## src/rtl/boot_loader_writer.sv

```systemverilog
// Loads a framed UART byte stream into instruction BRAM as little-endian words.
// Frame: LEN_LO, LEN_HI, 4*N data bytes, CSUM (mod-256 sum of data bytes).
module boot_loader_writer #(
  parameter int ADDR_WIDTH = 9,
  parameter int MAX_WORDS  = 512
) (
  input  logic                  i_clk,
  input  logic                  i_rst_n,
  input  logic                  i_start,
  input  logic [7:0]            i_rx_data,
  input  logic                  i_rx_valid,
  output logic                  o_rx_ready,
  output logic [ADDR_WIDTH-1:0] o_mem_addr,
  output logic [31:0]           o_mem_data,
  output logic [3:0]            o_mem_we,
  output logic                  o_busy,
  output logic                  o_done,
  output logic                  o_error,
  output logic [15:0]           o_word_count
);

  typedef enum logic [2:0] {
    IDLE, LEN0, LEN1, DATA, WRITE, CSUM, DONE, ERR
  } state_t;

  localparam logic [15:0] MAXW = 16'(MAX_WORDS);

  state_t      state;
  state_t      state_n;
  logic [1:0]  lane;
  logic [15:0] len;
  logic [15:0] len_n;
  logic [7:0]  sum;
  logic [23:0] word;
  logic        acc;
  logic        arm;

  assign acc   = i_rx_valid && o_rx_ready;
  assign len_n = {i_rx_data, len[7:0]};
  assign arm   = i_start &&
                 (state == IDLE || state == DONE || state == ERR);

  always_comb begin
    state_n = state;
    unique case (state)
      IDLE:  if (i_start) state_n = LEN0;
      LEN0:  if (acc) state_n = LEN1;
      LEN1: begin
        if (acc) begin
          if (len_n > MAXW)        state_n = ERR;
          else if (len_n == 16'd0) state_n = CSUM;
          else                     state_n = DATA;
        end
      end
      DATA:  if (acc && lane == 2'd3) state_n = WRITE;
      WRITE: begin
        if (o_word_count + 16'd1 == len) state_n = CSUM;
        else                             state_n = DATA;
      end
      CSUM: begin
        if (acc) state_n = (sum == i_rx_data) ? DONE : ERR;
      end
      DONE:  if (i_start) state_n = LEN0;
      ERR:   if (i_start) state_n = LEN0;
      default: state_n = IDLE;
    endcase
  end

  // Outputs are registered from the next state so they line up with it.
  always_ff @(posedge i_clk or negedge i_rst_n) begin
    if (!i_rst_n) begin
      state        <= IDLE;
      lane         <= '0;
      len          <= '0;
      sum          <= '0;
      word         <= '0;
      o_rx_ready   <= 1'b0;
      o_busy       <= 1'b0;
      o_done       <= 1'b0;
      o_error      <= 1'b0;
      o_mem_we     <= '0;
      o_mem_addr   <= '0;
      o_mem_data   <= '0;
      o_word_count <= '0;
    end else begin
      state      <= state_n;
      o_rx_ready <= state_n inside {LEN0, LEN1, DATA, CSUM};
      o_busy     <= state_n inside {LEN0, LEN1, DATA, WRITE, CSUM};
      o_done     <= state_n == DONE;
      o_error    <= state_n == ERR;
      o_mem_we   <= 4'h0;
      if (arm) begin
        lane         <= '0;
        len          <= '0;
        sum          <= '0;
        o_word_count <= '0;
      end
      if (acc) begin
        unique case (state)
          LEN0: len[7:0]  <= i_rx_data;
          LEN1: len[15:8] <= i_rx_data;
          DATA: begin
            sum  <= sum + i_rx_data;
            lane <= lane + 2'd1;
            unique case (lane)
              2'd0: word[7:0]   <= i_rx_data;
              2'd1: word[15:8]  <= i_rx_data;
              2'd2: word[23:16] <= i_rx_data;
              2'd3: begin
                o_mem_we   <= 4'hF;
                o_mem_addr <= ADDR_WIDTH'(o_word_count);
                o_mem_data <= {i_rx_data, word};
              end
              default: ;
            endcase
          end
          default: ;
        endcase
      end
      if (state == WRITE) o_word_count <= o_word_count + 16'd1;
    end
  end

endmodule

```

## config.mk

```make
export PLATFORM = sky130hd
export DESIGN_NAME = boot_loader_writer
export DESIGN_NICKNAME = d
export VERILOG_FILES = /design/src/rtl/boot_loader_writer.sv
export SDC_FILE = /design/constraint.sdc
export NUM_CORES = 1
export LEC_CHECK = 0
export ABC_AREA = 1
export CAP_MARGIN = 20
export CORE_UTILIZATION = 40
export CTS_BUF_LIST = sky130_fd_sc_hd__clkbuf_8
export DETAILED_ROUTE_END_ITERATION = 10
export PLACE_DENSITY = 0.71
export SLEW_MARGIN = 20
export SYNTH_ARGS = -nofsm -noshare
export SYNTH_HDL_FRONTEND = slang
export SYNTH_SLANG_ARGS = --single-unit
```

## constraint.sdc

```tcl
create_clock -name i_clk -period 5.2 [get_ports i_clk]
set_input_delay 1.04 -clock i_clk [delete_from_list [all_inputs] [get_ports i_clk]]
set_output_delay 1.04 -clock i_clk [all_outputs]
set_load 0.005 [all_outputs]
```

# Word level (Yosys, flattened, before mapping)
# Cells that the tools add are included.
# Widths: inputs -> output; s select.
[word_totals] inputBits=12 register_bits=118 out_inout_bits=65 wordCells=79
[op_classes] n_reduce_logical=16 n_eq_ne=19 add_sub_neg=3 n_lt_le_gt_ge=1 n_mux=25
[ops] cell="$mux 16" n=4
[ops] cell="$mux 8" n=5
[ops] cell="$eq 3x3->1 const B" n=8
[ops] cell="$mux 3" n=8
[ops] cell="$pmux 3 s6" n=1
[ops] cell="$add 16x1->16 const B" n=1
[ops] cell="$eq 16x16->1" n=1
[ops] cell="$gt 16x10->1 const B" n=1
[ops] cell="$logic_not 16->1" n=1
[ops] cell="$eq 3x2->1 const B" n=4
[ops] cell="$mux 4" n=3
[ops] cell="$reduce_and 3->1" n=4
[ops] cell="$add 8x8->8" n=1
[ops] cell="$eq 8x8->1" n=1
[ops] cell="$eq 3x1->1 const B" n=2
[ops] cell="$mux 2" n=3
[ops] cell="$reduce_bool 5->1" n=1
[ops] cell="$eq 2x2->1 const B" n=2
[ops] cell="$reduce_bool 4->1" n=1
[ops] cell="$logic_and 1x1->1" n=3
[ops] cell="$logic_not 3->1" n=1
[ops] cell="$reduce_or 3->1" n=1
[ops] cell="$add 2x1->2 const B" n=1
[ops] cell="$eq 2x1->1 const B" n=1
[ops] cell="other kinds (4)" n=5

# Depth between registers and ports, before layout
[depth] word_depth=7 ltp_mapped=17 mapped_depth_nobuf=17

# Least setup slack after synthesis
# OpenSTA, ideal clock, no wires.
[synth_path] path_type="input -> register" from="input port i_rx_data[0]" to="register sum[6]" path_stages=10 slack_ps=2751 required_ps=5080 path_buffers=0 setup_ps=120 t_arrival_ps=2329 cell_sequence="ha_1 > inv_1 > fa_1 > o21ai_0 > nand2_1 > nand2_1 > a21oi_1 > xor2_1 > o21ai_0 > inv_1"
[synth_between] elab_chain_len=3
[synth_lines] element="start, declared" line="10" rtl="input logic [7:0] i_rx_data,"
[synth_lines] element="$add 8x8->8" line="103" rtl="sum <= sum + i_rx_data;"
[synth_lines] element="$mux 8" line="99" rtl="unique case (state)"
[synth_lines] element="$mux 8" line="98" rtl="if (acc) begin"
[synth_lines] element="end signal, assigned" line="103"
[synth_lines] element="end, declared" line="33" rtl="logic [7:0] sum;"
# Every way passes these cells.
# A chain may end at the register's enable or synchronous reset.

# Worst setup path in the final report
[layout_path] from="input port i_rx_data[1]" to="register sum[6]"
# Same word-level chain as after synthesis.

==> out/metrics.yaml <==
dieArea_sq_um: 14200
fin_skew_ns: 0.0142
worstHoldPathType: "reg -> reg"
regToRegStartpoint: "state[2]"
setup.worst_path.start_class: "input port"
ys_types: 33
initial_core_util_pct: 41.3
crit_fanout: 8
switching_share_pct: 35.0
dpl.cell_count: 891
p_comb_share_pct: 30.4
ir_drop_mv: 0.222
synth_seq_cells: 115
r2r_setup_slack_ns: 2.54
routed_wl_mm: 13.1
crit_start: "i_rx_data[1]"
worst_slew_pin_slew_ns: 0.780
slew_violations: 0
numPortBuffers: 76
cts_buffers: 17
area_growth_pct: 24.1
avgSynthCellArea_sq_um: 8.36
initialDrtViolationCount: 298
cts_tree: "yes"
design.core.area_sq_um: 13300
cts_hold_buffers: 0
clk_latency_ns: 0.44
synth_nets: 681
path_class: "in -> reg"
ys_warn_count: 0
track_usage_pct: 19.3
cts.repair.resized: 0
synth_edf_count: 0
root_buffer: "clkbuf_8"
synth_area_leader_cell: "dfrtp_1"
die_y_um: 119
antenna_found_initial: 0
globalplace.congestion: 0.871
utilization_pct: 51.2
p_clk_share_pct: 27.5
power_density_nw_per_um2: 452
first_pass_iters: 5
synth_area_leaders: "dfrtp_1 (52%), nand2_1 (14%), o21ai_0 (6.8%), nand3_1 (5.3%), inv_1 (4.0%)"
io_pins: 77
ff2ff_path_depth: 10
final_common_cell: "nand2_1"
synthCells: 656
p_seq_share_pct: 42.1
fin_crit_ns: 2.94
drc: 0
final_antenna_net_count: 0
dieWidth_um: 119
crit_arrival_ns: 3.26
slew_headroom_pct: 47.5
setup_viol: 0
crit_path_end: "sum[6]"
vias: 4686
dpl_cell_area_sq_um: 6400
cts_setup_buffers: 0
clk_pin_slew_ns: 0.07
grt_pass1_vias: 4659
p_int_mw: 2.00
worst_r2r_endpoint: "o_busy"
required_ns: 5.52
status: "finished, final reports clean"
cp-end-kind: "flip-flop"
tns_ns: 0
rsz0062_at_grt: "no"
final_cell_mix: "nand2_1 (210), dfrtp_1 (115), o21ai_0 (75), clkdlybuf4s50_1 (75)"
final_cells: 923
synthArstFlopShare_pct: 100
grt_pass1_wl_mm: 21.8
ys_seq_area_share_pct: 52.5
htree_levels: 4
wire_per_inst_um: 14.2
cts_sinks: 115
fin_area_sq_um: 6810
insertedDiodeCount: 0
clock.fmax_ghz: 0.341
drive_gt1_share_pct: 7.76
yosys_most_used_dff: "dfrtp_1"
rows: 42
grt_max_degree: 82
vias_per_cell: 5.08
grt.overflow.total: 0
maxCapViolCount: 0
synth_top_cell_area_share_pct: 52.5
n_fill_cell: 1223
synth_area_sq_um: 5490
finalHoldViolCount: 0
cts_buffer_depth: 2
p_leak_nw: 3.19
fin_nets: 759
report.power.total_mw: 3.08
power_switching_mw: 1.08
hpwl_mm: 9.42
period_share_pct: 56.4
registers in the layout (all words and copies together) (netlist names):
| register | cells |
|---|---|
| o_mem_data | 32 |
| lane | 2 |
| o_rx_ready | 1 |
| o_word_count | 16 |
| len | 16 |
| o_error | 1 |
| o_mem_we | 1 |
| sum | 8 |
| word | 24 |
| state | 3 |
| o_busy | 1 |
| o_done | 1 |
| o_mem_addr | 9 |
power by group through the flow:
| stage | registers, mW | clock network (mW) | logic (mW) |
|---|---|---|---|
| 2_1_floorplan | 1.28 | 0 | 0.581 |
| 3_3_place_gp | 1.30 | 0 | 0.897 |
| 3_5_place_dp | 1.31 | 0 | 0.938 |
| 4_1_cts | 1.30 | 0.862 | 0.942 |
| 5_1_grt | 1.33 | 0.907 | 1.07 |
| 6_report | 1.30 | 0.846 | 0.935 |
Yosys cell counts (2+ instances only):
library cell  number
nand2_1          210
dfrtp_1          115
o21ai_0           75
inv_1             58
nand3_1           58
nor2_1            30
clkbuf_1          13
ha_1              12
nand4_1            9
o22ai_1            9
a21oi_1            8
nand2_2            7
xor2_1             7
nor2_4             6
nor3_1             5
buf_2              4
nor2_2             4
nor4_1             4
buf_4              3
nand3b_1           3
xnor2_1            3
xnor3_1            2
layout make-up:
type	count	area (sq um)	area share, %
sequential	115	2880	42.3
multi-input combinational	461	2290	33.7
timing repair buffer	79	785	11.5
clock buffer	19	262	3.84
inverter	60	225	3.31
tap	176	220	3.23
clock inverter	13	148	2.17
cells by family (layout without fill, tap and decap cells):
family                     Yosys count  count (layout)  share of synthesized area (%)
buffers and inverters               80             171                           5.77
adders and majority gates           13              13                           3.10
DFF                                115             115                           52.5
AOI/OAI and AO/OA                   96              96                           9.10
and+or+nand+nor                    340             340                           27.2
xor gates and xnor gates            12              12                           2.42
critical path, cell delays in order:
cell,delay (ns)
clkdlybuf4s50_1,0.55
inv_1,0.21
fa_1,0.51
o21ai_0,0.30
nand2_1,0.12
nand2_1,0.08
a21oi_1,0.07
xor2_1,0.14
o21ai_0,0.14
inv_1,0.07
metal layers:
metal  global-route usage, %  part of all wire (%)  vias up
met5                       0                     0        -
met4                    7.83                   2.0        0
met3                    5.51                   5.6       27
met2                    30.5                    49      146
met1                    24.9                    44     2226
li1                        -                     -     2287
how the worst min path moves through the flow:
| stage | startpoint | end | slack [ns] | depth (start not counted) |
|---|---|---|---|---|
| final | o_mem_data[21] | o_mem_data[21] | 0.48 | 2 |
| after global routing | o_mem_data[23] | o_mem_data[23] | 0.51 | 2 |
| after CTS | word[8] | o_mem_data[8] | 0.48 | 2 |
| after detailed placement | o_mem_data[21] | o_mem_data[21] | 0.46 | 2 |
| after global placement | word[9] | o_mem_data[9] | 0.46 | 2 |
| after floorplan | word[0] | o_mem_data[0] | 0.45 | 2 |
per-stage QoR:
stage                     setup WS (ns)  hold WS (ns)
after floorplan                    2.75         0.449
after global placement             1.94         0.460
after detailed placement           1.85         0.462
after CTS                          2.31         0.478
after global routing               2.03         0.505
final                              2.26         0.476
Power figures use the tool's default switching activity.
